==> src/rtl/as2650_io_arbiter.sv <==
// Two-master arbiter/sequencer for the internal 8-bit IO bus (CPU = m0, DMA/debug = m1).
// Define IO_ARB_ROUND_ROBIN_EN to alternate contended grants; default build is fixed priority to m0.
module as2650_io_arbiter #(
    parameter int WAIT_CYCLES = 1
) (
    input  logic       clk,
    input  logic       rst,
    input  logic       m0_req,
    input  logic       m0_we,
    input  logic [7:0] m0_addr,
    input  logic [7:0] m0_wdata,
    output logic [7:0] m0_rdata,
    output logic       m0_ack,
    input  logic       m1_req,
    input  logic       m1_we,
    input  logic [7:0] m1_addr,
    input  logic [7:0] m1_wdata,
    output logic [7:0] m1_rdata,
    output logic       m1_ack,
    output logic       bus_cyc,
    output logic       bus_we,
    output logic [7:0] bus_addr,
    output logic [7:0] bus_data_out,
    input  logic [7:0] bus_data_in,
    output logic       gnt
);

    // state    | meaning
    // ST_IDLE  | sample requests, grant a winner and latch its command
    // ST_CYCLE | bus_cyc high, wait counter runs down to terminal count 0
    // ST_ACK   | one-cycle ack to the owner, requests ignored

    generate
        if (WAIT_CYCLES < 1 || WAIT_CYCLES > 15) begin : g_bad_wait
            $error("as2650_io_arbiter: WAIT_CYCLES must be in 1..15");
        end
    endgenerate

    localparam logic [3:0] CNT_LOAD = 4'(WAIT_CYCLES - 1);

    typedef enum logic [1:0] {
        ST_IDLE  = 2'd0,
        ST_CYCLE = 2'd1,
        ST_ACK   = 2'd2
    } state_t;

    state_t     state, state_nxt;
    logic [3:0] cnt, cnt_nxt;
    logic       winner;

    logic       bus_cyc_nxt, bus_we_nxt, gnt_nxt;
    logic [7:0] bus_addr_nxt, bus_data_out_nxt;
    logic       m0_ack_nxt, m1_ack_nxt;
    logic [7:0] m0_rdata_nxt, m1_rdata_nxt;

    // winner is only meaningful when at least one request is high
`ifdef IO_ARB_ROUND_ROBIN_EN
    always_comb begin
        winner = (m0_req && m1_req) ? ~gnt : ~m0_req;
    end
`else
    always_comb begin
        winner = ~m0_req;
    end
`endif

    always_ff @(posedge clk) begin
        if (rst) begin
            state        <= ST_IDLE;
            cnt          <= 4'd0;
            bus_cyc      <= 1'b0;
            bus_we       <= 1'b0;
            bus_addr     <= 8'h00;
            bus_data_out <= 8'h00;
            gnt          <= 1'b1;
            m0_ack       <= 1'b0;
            m1_ack       <= 1'b0;
            m0_rdata     <= 8'h00;
            m1_rdata     <= 8'h00;
        end else begin
            state        <= state_nxt;
            cnt          <= cnt_nxt;
            bus_cyc      <= bus_cyc_nxt;
            bus_we       <= bus_we_nxt;
            bus_addr     <= bus_addr_nxt;
            bus_data_out <= bus_data_out_nxt;
            gnt          <= gnt_nxt;
            m0_ack       <= m0_ack_nxt;
            m1_ack       <= m1_ack_nxt;
            m0_rdata     <= m0_rdata_nxt;
            m1_rdata     <= m1_rdata_nxt;
        end
    end

    always_comb begin
        state_nxt        = state;
        cnt_nxt          = cnt;
        bus_cyc_nxt      = bus_cyc;
        bus_we_nxt       = bus_we;
        bus_addr_nxt     = bus_addr;
        bus_data_out_nxt = bus_data_out;
        gnt_nxt          = gnt;
        m0_ack_nxt       = 1'b0;
        m1_ack_nxt       = 1'b0;
        m0_rdata_nxt     = m0_rdata;
        m1_rdata_nxt     = m1_rdata;

        case (state)
            ST_IDLE: begin
                bus_cyc_nxt = 1'b0;
                bus_we_nxt  = 1'b0;
                if (m0_req || m1_req) begin
                    state_nxt        = ST_CYCLE;
                    cnt_nxt          = CNT_LOAD;
                    gnt_nxt          = winner;
                    bus_cyc_nxt      = 1'b1;
                    bus_we_nxt       = winner ? m1_we    : m0_we;
                    bus_addr_nxt     = winner ? m1_addr  : m0_addr;
                    bus_data_out_nxt = winner ? m1_wdata : m0_wdata;
                end
            end
            ST_CYCLE: begin
                if (cnt == 4'd0) begin
                    state_nxt   = ST_ACK;
                    bus_cyc_nxt = 1'b0;
                    bus_we_nxt  = 1'b0;
                    // bus_we still holds the latched direction of this transaction
                    if (gnt) begin
                        m1_ack_nxt = 1'b1;
                        if (!bus_we) m1_rdata_nxt = bus_data_in;
                    end else begin
                        m0_ack_nxt = 1'b1;
                        if (!bus_we) m0_rdata_nxt = bus_data_in;
                    end
                end else begin
                    cnt_nxt = cnt - 4'd1;
                end
            end
            ST_ACK: begin
                state_nxt   = ST_IDLE;
                bus_cyc_nxt = 1'b0;
                bus_we_nxt  = 1'b0;
            end
            default: begin
                state_nxt   = ST_IDLE;
                bus_cyc_nxt = 1'b0;
                bus_we_nxt  = 1'b0;
            end
        endcase
    end

endmodule

==> config.mk <==
export PLATFORM = sky130hd
export DESIGN_NAME = as2650_io_arbiter
export DESIGN_NICKNAME = d
export VERILOG_FILES = /design/src/rtl/as2650_io_arbiter.sv
export SDC_FILE = /design/constraint.sdc
export NUM_CORES = 1
export LEC_CHECK = 0
export ABC_AREA = 0
export BUFFER_PORTS_ARGS = -buffer_cell sky130_fd_sc_hd__buf_2
export CAP_MARGIN = 15
export CORE_MARGIN = 4
export CORE_UTILIZATION = 50
export CTS_CLUSTER_SIZE = 28
export DETAILED_ROUTE_END_ITERATION = 6
export HOLD_SLACK_MARGIN = 0.06
export PLACE_DENSITY_LB_ADDON = 0.2
export SLEW_MARGIN = 20
export SYNTH_ARGS = -nofsm -noshare
export SYNTH_HDL_FRONTEND = slang
export SYNTH_SLANG_ARGS = --single-unit
==> constraint.sdc <==
create_clock -name clk -period 2.9 [get_ports clk]
set_clock_uncertainty 0.05 [all_clocks]
set_input_delay 0.29 -clock clk [delete_from_list [all_inputs] [get_ports clk]]
set_output_delay 0.29 -clock clk [all_outputs]
set_load 0.01 [all_outputs]
==> impl_metrics.ini <==
[timing]
slew_viol_final = 0
final.setup.tns_ns = 0
holdWs_ns = 0.203
min_period_ns = 1.78
relSlewSlack = 0.513
hold_viol = 0
rsz0062_at_grt = no
worst_pin_slew_ns = 0.730
fin_crit_sh = 0.615
final-setup-viol-count = 0
max_freq_mhz = 561

[clocking]
cts_max_level = 2
cts_sinks = 43
root_buffer = clkbuf_8
cts_resized = 0
cts_buffers = 5
cts.clk_slew.worst_paths_ns = 0.08
cts_tree = yes
cts_buffer_depth = 2
cts_setup_buffers = 0
clock_latency_ns = 0.29
postCtsHoldBufs = 0

[worst_setup_path]
slowest_stage = or3b_1
r2r_slack_ns = 1.12
cp_max_fo = 22
worst_ep_required_time_ns = 2.99
critPathMaxStageDelay_ns = 0.64
critPathLaunchType = register
crit_arrival_ns = 1.87
critPathKind = reg2reg
crit_chain = inv_1 -> ha_1 -> or3b_1 -> o21ai_0 -> a21oi_1
crit_path_end_kind = register

[die]
rows = 22
chipWidth_um = 69.5
dieArea_mm2 = 0.00483
io_pins = 83
fp.dieH_um = 69.5
core_area_mm2 = 0.00366
start_util = 0.516

[synthesis]
synth_edf_count = 0
ys_ff_latch = 43
synth_ff_type = dfxtp_1
netlist_instances = 204
ys_types = 35
netlist_area_mm2 = 0.00189
synth_fp_nets = 251
avgSynthCellArea_um2 = 9.26
synth-seq-area-share = 0.456
yosysWarningCount = 0
async_flop_share = 0

[final_layout]
final_net_count = 323
antenna_cells = 0
fill_cells = 355
drive_above_1_share = 0.357
area_growth_syn_to_layout_pct = 23.7
seqCellArea_um2 = 861
multi_input_area_um2 = 898

[grt]
grt_pass1_vias = 1687
overflow = 0
grt_pass1_wl_um = 7360
antenna_found_initial = 0
grt_max_degree = 42
grt_usage = 0.183

[detailed_routing]
first_pass_iters = 4
wl_per_cell_um = 13.2
drc = 0
ant_nets = 0
drt_iter0_drc = 132
viasPerCell = 5.44
routed_wl_um = 4290
num_vias = 1769

[placement]
dp_hpwl_um = 3110
gp_congestion = 0.712
port_buffers = 82

[power_and_ir_drop]
power_density_mw_per_mm2 = 534
p_leak_nw = 1.05
peakVddDrop_mv = 0.347

[worst_hold_path]
hp-class = in2reg

[outcome]
status = complete, no violations

[run]
drv_cap = 0
layout make-up:
class                   instances  area share
flip-flops and latches         43       0.368
clock inverters                 1     0.00214
well taps                      48      0.0257
multi-input cells             139       0.384
repair buffers                 84       0.182
inverters                       3     0.00482
clock buffers                   7      0.0327
critical path, delay by kind of cell (launching register included):
| kind | cells | cell delay [ns] |
|---|---|---|
| AOI/OAI and AO/OA | 2 | 0.36 |
| adders and majority gates | 1 | 0.17 |
| buffers and inverters | 1 | 0.07 |
| DFF | 1 | 0.32 |
| and+or+nand+nor | 1 | 0.64 |
Yosys cell counts (all sizes together) (2+ instances only):
master	count	area, um2
dfxtp	43	861
a21oi	39	195
nand3	20	100
o21ai	18	90.1
a211oi	16	120
mux2i	16	160
clkbuf	10	67.6
buf	9	56.3
a21o	3	22.5
inv	3	11.3
nand2	3	11.3
nor2	3	13.8
o221ai	2	17.5
or2	2	12.5
or3	2	13.8
or4	2	15.0
report_power, final:
part / total, mW / internal [mW] / switching (mW)
sequential: 0.661 / 0.634 / 0.0265
clock: 0.358 / 0.169 / 0.189
combinational: 0.229 / 0.103 / 0.125
total: 1.25 / 0.907 / 0.340
per-layer routing:
layer	global-route usage	up-vias	wire length, um
met5	0	-	0
met4	0.0651	0	41
met3	0.0623	6	416
met2	0.297	69	1950
met1	0.226	796	1890
li1	-	898	-
state kept, by name, indices dropped and copies added, names as in the netlist:
name and cells:
m0_rdata 8, bus_data_out 8, m1_ack 1, state 2, m1_rdata 8, bus_addr 8, m0_ack 1, gnt 1
bus_cyc 1, bus_we 1, cnt 4
layout by cell type, fill, tap and decap left out, types with 3 or more instances in the layout:
master     n
a21o_1     3
o21ai_1    5
clkbuf_8   5
mux2i_1   16
a21oi_1   39
nand3_1   20
a211oi_1  16
o21ai_0   13
buf_2     82
dfxtp_1   43
nand2_1    3
inv_1      3
worst paths after layout:
check,start,to,depth (start not counted)
worst min-delay path,bus_data_in[7],m1_rdata[7],3
worst max register to register,cnt[0],m1_rdata[5],5
worst max-delay path,cnt[0],m1_rdata[5],5
worst min register to register,bus_cyc,bus_cyc,2
cell families (layout without fill, tap and decap cells):
| family | count (synthesis) | count (layout) | synth area share |
|---|---|---|---|
| adder cells (fa/ha/maj) | 1 | 1 | 0.00662 |
| multiplexers | 17 | 17 | 0.0907 |
| AO/OA/AOI/OAI | 78 | 78 | 0.236 |
| flip-flops | 43 | 43 | 0.456 |
| AND/OR/NAND/NOR | 43 | 43 | 0.140 |
| buffers and inverters | 22 | 95 | 0.0715 |
per-stage QoR:
stage	cells	area [um2]	setup WS [ns]	total power, mW	utilization
2_1_floorplan	204	1890	1.37	0.820	-
3_3_place_gp	317	2260	1.13	0.901	0.616
6_report	325	2340	1.12	1.25	0.638
4_1_cts	325	2340	1.11	1.26	0.638
5_1_grt	325	2340	0.922	1.31	0.638
3_5_place_dp	317	2260	1.10	0.904	0.616
Note: power is estimated with default switching activity, not from simulation.
